<file path="src/rtl/mc_ctrl_pkg.sv">
// Shared state encodings, opcodes and control codes for the multi-cycle sequencer.
// Define MC_JUMP_EN to decode opcode 000010 (j) into S_JUMP; otherwise it is illegal.
package mc_ctrl_pkg;

    typedef enum logic [3:0] {
        S_RESET    = 4'd0,
        S_FETCH    = 4'd1,
        S_DECODE   = 4'd2,
        S_MEMADR   = 4'd3,
        S_MEMRD    = 4'd4,
        S_MEMWB    = 4'd5,
        S_MEMWR    = 4'd6,
        S_RTYPE_EX = 4'd7,
        S_RTYPE_WB = 4'd8,
        S_BEQ_EX   = 4'd9,
        S_ADDI_EX  = 4'd10,
        S_ADDI_WB  = 4'd11,
        S_JUMP     = 4'd12
    } state_t;

    localparam logic [5:0] OP_RTYPE = 6'b000000;
    localparam logic [5:0] OP_LW    = 6'b100011;
    localparam logic [5:0] OP_SW    = 6'b101011;
    localparam logic [5:0] OP_BEQ   = 6'b000100;
    localparam logic [5:0] OP_ADDI  = 6'b001000;
    localparam logic [5:0] OP_J     = 6'b000010;

    typedef enum logic [1:0] {
        ALUOP_ADD   = 2'b00,
        ALUOP_SUB   = 2'b01,
        ALUOP_FUNCT = 2'b10
    } alu_op_t;

    typedef enum logic [1:0] {
        SRCB_BUSB      = 2'b00,
        SRCB_FOUR      = 2'b01,
        SRCB_SEXT      = 2'b10,
        SRCB_SEXT_SHFT = 2'b11
    } alu_src_b_t;

    typedef enum logic [1:0] {
        PCSRC_ALU    = 2'b00,
        PCSRC_ALUOUT = 2'b01,
        PCSRC_JUMP   = 2'b10
    } pc_source_t;

    typedef struct packed {
        logic       pc_write;
        logic       pc_write_cond;
        logic       iord;
        logic       mem_read;
        logic       mem_write;
        logic       ir_write;
        logic       mem_to_reg;
        logic       reg_dst;
        logic       reg_write;
        logic       alu_src_a;
        alu_src_b_t alu_src_b;
        alu_op_t    alu_op;
        pc_source_t pc_source;
        logic       instr_done;
    } ctrl_t;

    // Execute-phase entry state for an opcode; S_FETCH marks an unsupported opcode.
    function automatic state_t dispatch_state(input logic [5:0] opcode);
        state_t nxt;
        case (opcode)
            OP_RTYPE:     nxt = S_RTYPE_EX;
            OP_LW, OP_SW: nxt = S_MEMADR;
            OP_BEQ:       nxt = S_BEQ_EX;
            OP_ADDI:      nxt = S_ADDI_EX;
`ifdef MC_JUMP_EN
            OP_J:         nxt = S_JUMP;
`else
            OP_J:         nxt = S_FETCH;
`endif
            default:      nxt = S_FETCH;
        endcase
        return nxt;
    endfunction

endpackage

</file>
<file path="src/rtl/mc_ctrl_fsm_if.sv">
// Control/status bundle between the sequencer (master) and the execution datapath (slave).
interface mc_ctrl_fsm_if;
    logic [5:0] Opcode_6b;
    logic       Zero_1b;
    logic       MemReady_1b;
    logic       PCWrite_1b;
    logic       PCWriteCond_1b;
    logic       PCEn_1b;
    logic       IorD_1b;
    logic       MemRead_1b;
    logic       MemWrite_1b;
    logic       IRWrite_1b;
    logic       MemtoReg_1b;
    logic       RegDst_1b;
    logic       RegWrite_1b;
    logic       ALUSrcA_1b;
    logic [1:0] ALUSrcB_2b;
    logic [1:0] ALUOp_2b;
    logic [1:0] PCSource_2b;
    logic       Instr_Done_1b;
    logic       Illegal_Op_1b;
    logic [3:0] State_4b;

    modport master (
        input  Opcode_6b, Zero_1b, MemReady_1b,
        output PCWrite_1b, PCWriteCond_1b, PCEn_1b, IorD_1b, MemRead_1b, MemWrite_1b,
               IRWrite_1b, MemtoReg_1b, RegDst_1b, RegWrite_1b, ALUSrcA_1b, ALUSrcB_2b,
               ALUOp_2b, PCSource_2b, Instr_Done_1b, Illegal_Op_1b, State_4b
    );

    modport slave (
        output Opcode_6b, Zero_1b, MemReady_1b,
        input  PCWrite_1b, PCWriteCond_1b, PCEn_1b, IorD_1b, MemRead_1b, MemWrite_1b,
               IRWrite_1b, MemtoReg_1b, RegDst_1b, RegWrite_1b, ALUSrcA_1b, ALUSrcB_2b,
               ALUOp_2b, PCSource_2b, Instr_Done_1b, Illegal_Op_1b, State_4b
    );
endinterface

</file>
<file path="src/rtl/mc_ctrl_out_decode.sv">
// Combinational map from sequencer state (and MemReady) to every datapath control.
// S_JUMP outputs exist only when MC_JUMP_EN is defined.
module mc_ctrl_out_decode
    import mc_ctrl_pkg::*;
(
    input  state_t state,
    input  logic   mem_ready,
    output ctrl_t  ctrl
);

    always_comb begin
        // NOTE: default-assign every output first so no path through the case infers a latch.
        ctrl = '0;
        case (state)
            S_FETCH: begin
                ctrl.mem_read  = 1'b1;
                ctrl.alu_src_b = SRCB_FOUR;
                ctrl.ir_write  = mem_ready;
                ctrl.pc_write  = mem_ready;
            end
            S_DECODE:   ctrl.alu_src_b = SRCB_SEXT_SHFT;
            S_MEMADR: begin
                ctrl.alu_src_a = 1'b1;
                ctrl.alu_src_b = SRCB_SEXT;
            end
            S_MEMRD: begin
                ctrl.mem_read = 1'b1;
                ctrl.iord     = 1'b1;
            end
            S_MEMWB: begin
                ctrl.reg_write  = 1'b1;
                ctrl.mem_to_reg = 1'b1;
                ctrl.instr_done = 1'b1;
            end
            S_MEMWR: begin
                ctrl.mem_write  = 1'b1;
                ctrl.iord       = 1'b1;
                ctrl.instr_done = mem_ready;
            end
            S_RTYPE_EX: begin
                ctrl.alu_src_a = 1'b1;
                ctrl.alu_op    = ALUOP_FUNCT;
            end
            S_RTYPE_WB: begin
                ctrl.reg_write  = 1'b1;
                ctrl.reg_dst    = 1'b1;
                ctrl.instr_done = 1'b1;
            end
            S_BEQ_EX: begin
                ctrl.alu_src_a     = 1'b1;
                ctrl.alu_op        = ALUOP_SUB;
                ctrl.pc_write_cond = 1'b1;
                ctrl.pc_source     = PCSRC_ALUOUT;
                ctrl.instr_done    = 1'b1;
            end
            S_ADDI_EX: begin
                ctrl.alu_src_a = 1'b1;
                ctrl.alu_src_b = SRCB_SEXT;
            end
            S_ADDI_WB: begin
                ctrl.reg_write  = 1'b1;
                ctrl.instr_done = 1'b1;
            end
`ifdef MC_JUMP_EN
            S_JUMP: begin
                ctrl.pc_write   = 1'b1;
                ctrl.pc_source  = PCSRC_JUMP;
                ctrl.instr_done = 1'b1;
            end
`endif
            default: ;
        endcase
    end

endmodule

</file>
<file path="src/rtl/mc_ctrl_fsm.sv">
// Multi-cycle control sequencer: state register, reset-hold counter and next-state logic.
// Optional j support is enabled by defining MC_JUMP_EN.
module mc_ctrl_fsm
    import mc_ctrl_pkg::*;
#(
    parameter int unsigned RESET_VECTOR_EN_CYCLES = 1
) (
    input logic          Clk_1b,
    input logic          Reset_n_1b,
    mc_ctrl_fsm_if.master bus
);

    localparam logic [3:0] HOLD_LAST = 4'(RESET_VECTOR_EN_CYCLES - 1);

    state_t     state;
    logic [3:0] hold_cnt;
    ctrl_t      ctrl;

    always_ff @(posedge Clk_1b or negedge Reset_n_1b) begin
        // NOTE: non-blocking assignments so every register samples pre-edge values.
        if (!Reset_n_1b) begin
            state    <= S_RESET;
            hold_cnt <= '0;
        end else begin
            case (state)
                S_RESET: begin
                    if (hold_cnt == HOLD_LAST) state <= S_FETCH;
                    else                       hold_cnt <= hold_cnt + 4'd1;
                end
                S_FETCH:    if (bus.MemReady_1b) state <= S_DECODE;
                S_DECODE:   state <= dispatch_state(bus.Opcode_6b);
                // Only lw and sw reach here, so anything but sw is a load.
                S_MEMADR:   state <= (bus.Opcode_6b == OP_SW) ? S_MEMWR : S_MEMRD;
                S_MEMRD:    if (bus.MemReady_1b) state <= S_MEMWB;
                S_MEMWR:    if (bus.MemReady_1b) state <= S_FETCH;
                S_RTYPE_EX: state <= S_RTYPE_WB;
                S_ADDI_EX:  state <= S_ADDI_WB;
                default:    state <= S_FETCH;
            endcase
        end
    end

    mc_ctrl_out_decode u_out_decode (
        .state     (state),
        .mem_ready (bus.MemReady_1b),
        .ctrl      (ctrl)
    );

    assign bus.PCWrite_1b     = ctrl.pc_write;
    assign bus.PCWriteCond_1b = ctrl.pc_write_cond;
    assign bus.PCEn_1b        = ctrl.pc_write | (ctrl.pc_write_cond & bus.Zero_1b);
    assign bus.IorD_1b        = ctrl.iord;
    assign bus.MemRead_1b     = ctrl.mem_read;
    assign bus.MemWrite_1b    = ctrl.mem_write;
    assign bus.IRWrite_1b     = ctrl.ir_write;
    assign bus.MemtoReg_1b    = ctrl.mem_to_reg;
    assign bus.RegDst_1b      = ctrl.reg_dst;
    assign bus.RegWrite_1b    = ctrl.reg_write;
    assign bus.ALUSrcA_1b     = ctrl.alu_src_a;
    assign bus.ALUSrcB_2b     = ctrl.alu_src_b;
    assign bus.ALUOp_2b       = ctrl.alu_op;
    assign bus.PCSource_2b    = ctrl.pc_source;
    assign bus.Instr_Done_1b  = ctrl.instr_done;
    assign bus.Illegal_Op_1b  = (state == S_DECODE) && (dispatch_state(bus.Opcode_6b) == S_FETCH);
    assign bus.State_4b       = state;

endmodule

</file>
<file path="src/flat_wrapper.sv">
// flat-port wrapper written by rule: the top's interface ports become plain ports
module mc_ctrl_fsm_flat import mc_ctrl_pkg::*;
#(
    parameter int unsigned RESET_VECTOR_EN_CYCLES = 1
)
  (Clk_1b, Reset_n_1b, bus_Opcode_6b, bus_Zero_1b, bus_MemReady_1b, bus_PCWrite_1b, bus_PCWriteCond_1b, bus_PCEn_1b, bus_IorD_1b, bus_MemRead_1b, bus_MemWrite_1b, bus_IRWrite_1b, bus_MemtoReg_1b, bus_RegDst_1b, bus_RegWrite_1b, bus_ALUSrcA_1b, bus_ALUSrcB_2b, bus_ALUOp_2b, bus_PCSource_2b, bus_Instr_Done_1b, bus_Illegal_Op_1b, bus_State_4b);
  mc_ctrl_fsm_if bus_i ();
  input logic Clk_1b;
  input logic Reset_n_1b;
  input wire logic [$bits(bus_i.Opcode_6b)-1:0] bus_Opcode_6b;
  input wire logic [$bits(bus_i.Zero_1b)-1:0] bus_Zero_1b;
  input wire logic [$bits(bus_i.MemReady_1b)-1:0] bus_MemReady_1b;
  output wire logic [$bits(bus_i.PCWrite_1b)-1:0] bus_PCWrite_1b;
  output wire logic [$bits(bus_i.PCWriteCond_1b)-1:0] bus_PCWriteCond_1b;
  output wire logic [$bits(bus_i.PCEn_1b)-1:0] bus_PCEn_1b;
  output wire logic [$bits(bus_i.IorD_1b)-1:0] bus_IorD_1b;
  output wire logic [$bits(bus_i.MemRead_1b)-1:0] bus_MemRead_1b;
  output wire logic [$bits(bus_i.MemWrite_1b)-1:0] bus_MemWrite_1b;
  output wire logic [$bits(bus_i.IRWrite_1b)-1:0] bus_IRWrite_1b;
  output wire logic [$bits(bus_i.MemtoReg_1b)-1:0] bus_MemtoReg_1b;
  output wire logic [$bits(bus_i.RegDst_1b)-1:0] bus_RegDst_1b;
  output wire logic [$bits(bus_i.RegWrite_1b)-1:0] bus_RegWrite_1b;
  output wire logic [$bits(bus_i.ALUSrcA_1b)-1:0] bus_ALUSrcA_1b;
  output wire logic [$bits(bus_i.ALUSrcB_2b)-1:0] bus_ALUSrcB_2b;
  output wire logic [$bits(bus_i.ALUOp_2b)-1:0] bus_ALUOp_2b;
  output wire logic [$bits(bus_i.PCSource_2b)-1:0] bus_PCSource_2b;
  output wire logic [$bits(bus_i.Instr_Done_1b)-1:0] bus_Instr_Done_1b;
  output wire logic [$bits(bus_i.Illegal_Op_1b)-1:0] bus_Illegal_Op_1b;
  output wire logic [$bits(bus_i.State_4b)-1:0] bus_State_4b;
  assign bus_i.Opcode_6b = bus_Opcode_6b;
  assign bus_i.Zero_1b = bus_Zero_1b;
  assign bus_i.MemReady_1b = bus_MemReady_1b;
  assign bus_PCWrite_1b = bus_i.PCWrite_1b;
  assign bus_PCWriteCond_1b = bus_i.PCWriteCond_1b;
  assign bus_PCEn_1b = bus_i.PCEn_1b;
  assign bus_IorD_1b = bus_i.IorD_1b;
  assign bus_MemRead_1b = bus_i.MemRead_1b;
  assign bus_MemWrite_1b = bus_i.MemWrite_1b;
  assign bus_IRWrite_1b = bus_i.IRWrite_1b;
  assign bus_MemtoReg_1b = bus_i.MemtoReg_1b;
  assign bus_RegDst_1b = bus_i.RegDst_1b;
  assign bus_RegWrite_1b = bus_i.RegWrite_1b;
  assign bus_ALUSrcA_1b = bus_i.ALUSrcA_1b;
  assign bus_ALUSrcB_2b = bus_i.ALUSrcB_2b;
  assign bus_ALUOp_2b = bus_i.ALUOp_2b;
  assign bus_PCSource_2b = bus_i.PCSource_2b;
  assign bus_Instr_Done_1b = bus_i.Instr_Done_1b;
  assign bus_Illegal_Op_1b = bus_i.Illegal_Op_1b;
  assign bus_State_4b = bus_i.State_4b;
  mc_ctrl_fsm #(.RESET_VECTOR_EN_CYCLES(RESET_VECTOR_EN_CYCLES)) u_core (.Clk_1b(Clk_1b), .Reset_n_1b(Reset_n_1b), .bus(bus_i));
endmodule
</file>
<file path="config.mk">
export PLATFORM = sky130hd
export DESIGN_NAME = mc_ctrl_fsm_flat
export DESIGN_NICKNAME = d
export VERILOG_FILES = /design/src/rtl/mc_ctrl_pkg.sv /design/src/rtl/mc_ctrl_fsm_if.sv /design/src/rtl/mc_ctrl_out_decode.sv /design/src/rtl/mc_ctrl_fsm.sv /design/src/flat_wrapper.sv
export SDC_FILE = /design/constraint.sdc
export NUM_CORES = 1
export LEC_CHECK = 0
export CAP_MARGIN = 30
export CORE_MARGIN = 1.5
export CORE_UTILIZATION = 41
export DETAILED_ROUTE_END_ITERATION = 7
export GPL_TIMING_DRIVEN = 1
export PLACE_DENSITY = 0.78
export SLEW_MARGIN = 30
export SYNTH_ARGS = -nofsm -noshare
export SYNTH_HDL_FRONTEND = slang
export SYNTH_SLANG_ARGS = --single-unit
</file>
<file path="constraint.sdc">
create_clock -name Clk_1b -period 1.93 [get_ports Clk_1b]
set_clock_uncertainty 0.05 [all_clocks]
set_input_delay 0.386 -clock Clk_1b [delete_from_list [all_inputs] [get_ports Clk_1b]]
set_output_delay 0.386 -clock Clk_1b [all_outputs]
set_load 0.005 [all_outputs]
</file>
==> impl_metrics.csv <==
group,metric,value,unit
status,status,"complete, no violations",
cts,insertion_delay,0.25,ns
synthesis,yosys_register_bits,8,
setup_path,reg2reg_to,"u_core.hold_cnt[1]",
layout,final_util,78.4,%
global_route,met1_usage,26.3,%
global_route,track_usage,23.9,%
synthesis,ys_warn_count,0,
floorplanning,io-pin-count,33,
power_and_ir_drop,vdd_drop_max,0.683,mV
route,dr.pass1.iters,4,
route,via_count,899,
layout,drive_above_1_share,46.9,%
floorplanning,initial_core_util,44.1,%
place,dp_slack,-0.509,ns
floorplanning,num_rows,15,
setup_path,crit_required,1.49,ns
route,wl,2530,microns
synthesis,avgSynthCellArea,8.45,sq um
place,port_buffers,31,
place,gp_congestion,0.828,
global_route,grt_overflow,0,
synthesis,synthArstFlopShare,100,%
floorplanning,core-area,0.00173,sq mm
route,wl_per_cell,14.7,microns
worst_hold_path,hp-class,"input pin to asynchronous set/reset pin",
timing,setup_viol,0,
cts,htreeDepth,1,
timing,setup_tns,0,ns
setup_path,cp.arrival,1.47,ns
layout,num_antenna_cells,0,
synthesis,yosysSeqAreaShare,26.3,%
power_and_ir_drop,p_total,1.46,mW
timing,timing.fmax,525,MHz
synthesis,synthCells,90,
floorplanning,dieHeight,46.1,microns
global_route,grt_pass1_wl,3590,microns
setup_path,end_kind,"output pin",
synthesis,synth_top_flop_cell,"dfrtp_1",
global_route,antenna_found_initial,0,
route,first_iter_violations,9,
cts,cts_num_sinks,8,
timing,drv_slew,0,
global_route,busiest_layer,"met2",
place,hpwl,1690,microns
setup_path,path_class,"flop to output pin",
layout,nets,161,
floorplanning,dieArea,0.00212,sq mm
cts,clkSlewWorstSetupHoldPaths,0.05,ns
cts,cts-root-buf,"clkbuf_4",
timing,period_needed,1.90,ns
global_route,grt_use_met3,5.49,%
cts,hold_buffers,0,
setup_path,worstPathMaxFanout,5,
synthesis,yosysUniqueCellTypes,38,
setup_path,cp-start-kind,"flop",
synthesis,syn_nets,102,
timing,period_share,98.6,%
global_route,grt_max_degree,9,
route,avgViaCountPerCell,5.23,
synthesis,mappedNetlistArea,761,sq um
cts,cts_buffers,3,
setup_path,worst-r2r-cell-count,4,
power_and_ir_drop,power.leakage,0.654,nW
setup_path,timing.rr.start,"u_core.bus.State_4b[0]",
layout,syn2layout_area_growth,78.0,%
global_route,grt_pass1_vias,858,
cts,cts_tree,"done",
synthesis,synth_top_area_share,26.3,%
timing,hold_violations,0,
synthesis,synth_edf_count,0,
route,ant_nets,0,
power_and_ir_drop,power_density,1080,mW/mm^2
cts,clockBufferDepth,2,
run,cap_violations,0,
synthesis,yosys.area.top_type,"dfrtp_1",
global_route,grtUsageMet2,43.6,%
route,drc,0,
timing,whs,0.356,ns
setup_path,rrSetupSlack,0.34,ns
floorplanning,die_width,46.1,microns
synthesis,yosys-top-cells-area,"dfrtp_1 26%, nand2b_1 5.8%, nor4_4 5.6%",
timing,fin_ws,0.0261,ns
[cell usage after synthesis, drive strengths merged, types with 2 or more instances]
cell / count
nand2: 4
dfrtp: 8
inv: 5
mux2: 2
ha: 2
nor4: 2
nand3: 3
xnor2: 4
and4: 2
nor3: 4
and3: 2
nor2b: 2
nor3b: 2
a21oi: 2
o211ai: 3
nor2: 10
nand2b: 7
o21ai: 4
buf: 8
[cells in the final DEF, fill, tap and decap left out, types with 2 or more instances in the layout]
cell type and n:
a21oi_1 2, and3_1 2, and4_1 2, buf_4 28, buf_6 3, clkbuf_2 8, clkbuf_4 3, clkdlybuf4s15_1 5
clkdlybuf4s50_1 7, dfrtp_1 6, dfrtp_2 2, dlygate4sd2_1 9, ha_1 2, inv_1 3, inv_2 2, nand2_1 4
nand2b_1 2, nand2b_4 5, nand3_1 3, nor2_1 7, nor2_2 2, nor3_1 2, nor3b_2 2, nor4_4 2
o211ai_1 3, o21ai_2 2, xnor2_1 4
[worst max-delay path by stage]
| stage | startpoint | endpoint | slack, ns | cells past startpoint |
|---|---|---|---|---|
| global placement | bus_Opcode_6b[5] | bus_Illegal_Op_1b | -0.41 | 5 |
| detailed placement | bus_Opcode_6b[5] | bus_Illegal_Op_1b | -0.51 | 5 |
| finish | u_core.bus.State_4b[1] | bus_RegWrite_1b | 0.03 | 5 |
| CTS | u_core.bus.State_4b[3] | bus_Instr_Done_1b | -0.07 | 6 |
| global route | u_core.bus.State_4b[1] | bus_RegWrite_1b | -0.03 | 5 |
| floorplan | u_core.bus.State_4b[1] | bus_PCWrite_1b | 0.25 | 4 |
[logic make-up after synthesis]
logic type,share of synthesized area (%)
xor+xnor,5.76
flops,26.3
other cells,0.493
mux,4.77
simple gates,34.4
compound gates,15.6
buf+inv,9.37
fa+ha+maj,3.29
[critical path, stage by stage, from the launching register on]
cell	delay [ns]
dfrtp_1	0.43
buf_6	0.14
buf_4	0.15
nor3_4	0.20
a21o_1	0.11
clkdlybuf4s15_1	0.19
[state kept, by name (all words and copies together), names as in the netlist]
| signal | cells |
|---|---|
| u_core.bus.State_4b | 4 |
| u_core.hold_cnt | 4 |
[stage by stage]
stage	std cells	instance area, sq um
2_1_floorplan	90	761
3_3_place_gp	163	1240
3_5_place_dp	163	1240
4_1_cts	169	1320
5_1_grt	172	1350
6_report	172	1350
[repair_timing]
action                                 in CTS  in global routing
pin swaps                                   5                  4
endpoints found under the hold margin       0                  0
setup buffers                               3                  3
resized for setup                          47                 25
setup endpoints to repair                  18                  8
[routing by layer]
layer | vias up | routed length [microns]
met1 | 433 | 980
met4 | 0 | 42
li1 | 429 | -
met3 | 4 | 84
met5 | - | 0
met2 | 33 | 1420
[cell type report]
type | count | area, sq um
clock buffers | 3 | 22.5
multi-input cells | 69 | 578
flip-flops and latches | 8 | 203
inverters | 5 | 18.8
repair buffers | 62 | 500
well taps | 25 | 31.3
fillers | 127 | 373
[report_power, final]
part           switching [mW]  leakage [nW]  internal, mW  total [mW]
clock network          0.0510        0.0138        0.0707       0.122
logic                   0.491         0.535         0.600        1.09
registers              0.0447         0.105         0.201       0.245
No activity file was read; power rests on OpenSTA's default activity.
==> edit, RTL diff (same settings) <==
`RESET_VECTOR_EN_CYCLES` is set to 1 in 2 places; all go to 0.
--- a/src/rtl/mc_ctrl_fsm.sv
+++ b/src/rtl/mc_ctrl_fsm.sv
@@ -3,7 +3,7 @@
 module mc_ctrl_fsm
     import mc_ctrl_pkg::*;
 #(
-    parameter int unsigned RESET_VECTOR_EN_CYCLES = 1
+    parameter int unsigned RESET_VECTOR_EN_CYCLES = 0
 ) (
     input logic          Clk_1b,
     input logic          Reset_n_1b,
--- a/src/flat_wrapper.sv
+++ b/src/flat_wrapper.sv
@@ -1,7 +1,7 @@
 // flat-port wrapper written by rule: the top's interface ports become plain ports
 module mc_ctrl_fsm_flat import mc_ctrl_pkg::*;
 #(
-    parameter int unsigned RESET_VECTOR_EN_CYCLES = 1
+    parameter int unsigned RESET_VECTOR_EN_CYCLES = 0
 )
   (Clk_1b, Reset_n_1b, bus_Opcode_6b, bus_Zero_1b, bus_MemReady_1b, bus_PCWrite_1b, bus_PCWriteCond_1b, bus_PCEn_1b, bus_IorD_1b, bus_MemRead_1b, bus_MemWrite_1b, bus_IRWrite_1b, bus_MemtoReg_1b, bus_RegDst_1b, bus_RegWrite_1b, bus_ALUSrcA_1b, bus_ALUSrcB_2b, bus_ALUOp_2b, bus_PCSource_2b, bus_Instr_Done_1b, bus_Illegal_Op_1b, bus_State_4b);
   mc_ctrl_fsm_if bus_i ();
Check against the original RTL: not equivalent (Yosys sat finds a counterexample within 4 cycles, from zero or initial values and one cycle with Reset_n_1b low).
==> edit against the original RTL <==
- critical path depth unchanged
- sequential cell count unchanged
- utilization grew 4.6 points
- non-clock buffer count rose by 3
- power is 17% higher
- worst setup slack gained 4.6 ps
- sequential share of layout area up 0.61 points
- synthesized area fell by 6.1%
- routed wire length is 2.5% lower
- clock power fell by 4%
- design area fell by 3.3%
==> edit: results (changes against the original RTL) <==
Critical path
  • CP max-delay cell: dfrtp_2
  • Crit path max fanout: 5 (unchanged)

Synth
  • Netlist cell types: 36 (-5.3%)
  • Most frequent cells after synthesis: nor2_1, nand2_1, dfrtp_1
  • Asr flop ratio synth: 100% (unchanged)
  • Synth area leaders: dfrtp_1, nor2_1, nand2_1
  • Synth Area in XOR/XNOR: 6.13% (+0.37 points)
  • Compound-Gate Fraction of Synth Area: 16.8% (+1.2 points)
  • Adder-cell share of the synthesized area: 1.75% (-1.5 points)
  • Syn_nets: 103 (+0.98%)
  • Synth Instances: 92 (+2.2%)
  • Post-synthesis mux area share: 2.98% (-1.8 points)
  • Register area share after synthesis: 28.0% (+1.7 points)

Finish
  • Multi-input gate count: 75 (+8.7%)
  • Non-clock buffers: 65 (+4.8%)
  • Multi-input logic area: 502 um^2 (-13%)
  • Layout non-clock buf frac: 42.5% (+5.6 points)
  • Signal inverters: 1 (-4)
  • Fraction of area in registers: 15.6% (+0.61 points)
  • Clock-cell share: 1.72% (+0.057 points)
  • Post-Layout Cell Count: 168 (-2.3%)
  • Fraction of layout cells with a size suffix above 1: 37.5% (-9.4 points)
  • # fillers: 102 (-20%)
  • Finished layout cell area: 0.00131 mm^2 (-3.3%)
  • Nets: 165 (+2.5%)

Placement
  • Setup WS pre-CTS: -580 ps (-70.4 ps)
  • Dpl cell area: 0.00119 mm^2 (-3.5%)
  • Post-DP HPWL: 1740 um (+2.9%)
  • RePlAce Congestion: 0.890 (+7.4%)
  • Placed cell count: 158 (-3.1%)

Drt
  • Initial drt markers: 21 (+12)
  • Avg WL per Cell: 14.7 um (-0.13%)
  • DR vias: 934 (+3.9%)

GRT
  • Overall routing resource usage: 28.8% (+4.9 points)
  • Vias in the first global route: 990 (+15%)
  • First-pass GRT wire length: 4200 um (+17%)

Status
  • Status: complete, no violations

Floorplan
  • Cell row count: 14 (-1)

Power and ir drop
  • Maximum vdd drop: 0.975 mV (+43%)
  • Leakage: 0.683 nW (+4.4%)
## edit: changes by cell type after synthesis, sizes merged, moves of 2 or more
cell | unedited run | this run
nor4 | 2 | 0
inv | 5 | 1
nor3 | 4 | 7
nor3b | 2 | 0
nor2 | 10 | 14
o211ai | 3 | 0
a21oi | 2 | 6
nand2 | 4 | 10
nand3 | 3 | 1
## edit: layer usage
metal  vias to the layer above  GRT usage, %  wire length [um]
li1                        443             -                 -
met1                       437          31.3               936
met2                        48          49.6              1340
met3                         6          5.60               153
met4                         0          20.6                32
met5                         -             0                 0
## edit: final timing paths
path,startpoint,end,slack (ps),cells past startpoint
hold reg to reg,u_core.hold_cnt[2]$_DFFE_PN0P_,u_core.hold_cnt[2]$_DFFE_PN0P_,450,1
max in group asynchronous,Reset_n_1b,u_core.bus.State_4b[1]$_DFFE_PN0P_,1200,1
min in group Clk_1b,u_core.hold_cnt[2]$_DFFE_PN0P_,u_core.hold_cnt[2]$_DFFE_PN0P_,450,1
hold / removal,Reset_n_1b,u_core.hold_cnt[2]$_DFFE_PN0P_,360,1
setup / recovery,u_core.bus.State_4b[1]$_DFFE_PN0P_,bus_Instr_Done_1b,30,5
setup reg to reg,u_core.bus.State_4b[1]$_DFFE_PN0P_,u_core.bus.State_4b[1]$_DFFE_PN0P_,260,6
## edit: report_power, final
group | internal [mW] | leakage, nW | switching [mW]
registers | 0.252 | 0.0955 | 0.0891
logic | 0.691 | 0.573 | 0.552
clock network | 0.0704 | 0.0138 | 0.0463
total | 1.01 | 0.683 | 0.688
## edit: repair_timing
item | in CTS | in global routing
buffers inserted | 6 | 1
gates resized for setup | 41 | 15
endpoints found under the setup margin | 19 | 8
pin swaps | 2 | 2
cloned | 0 | 0
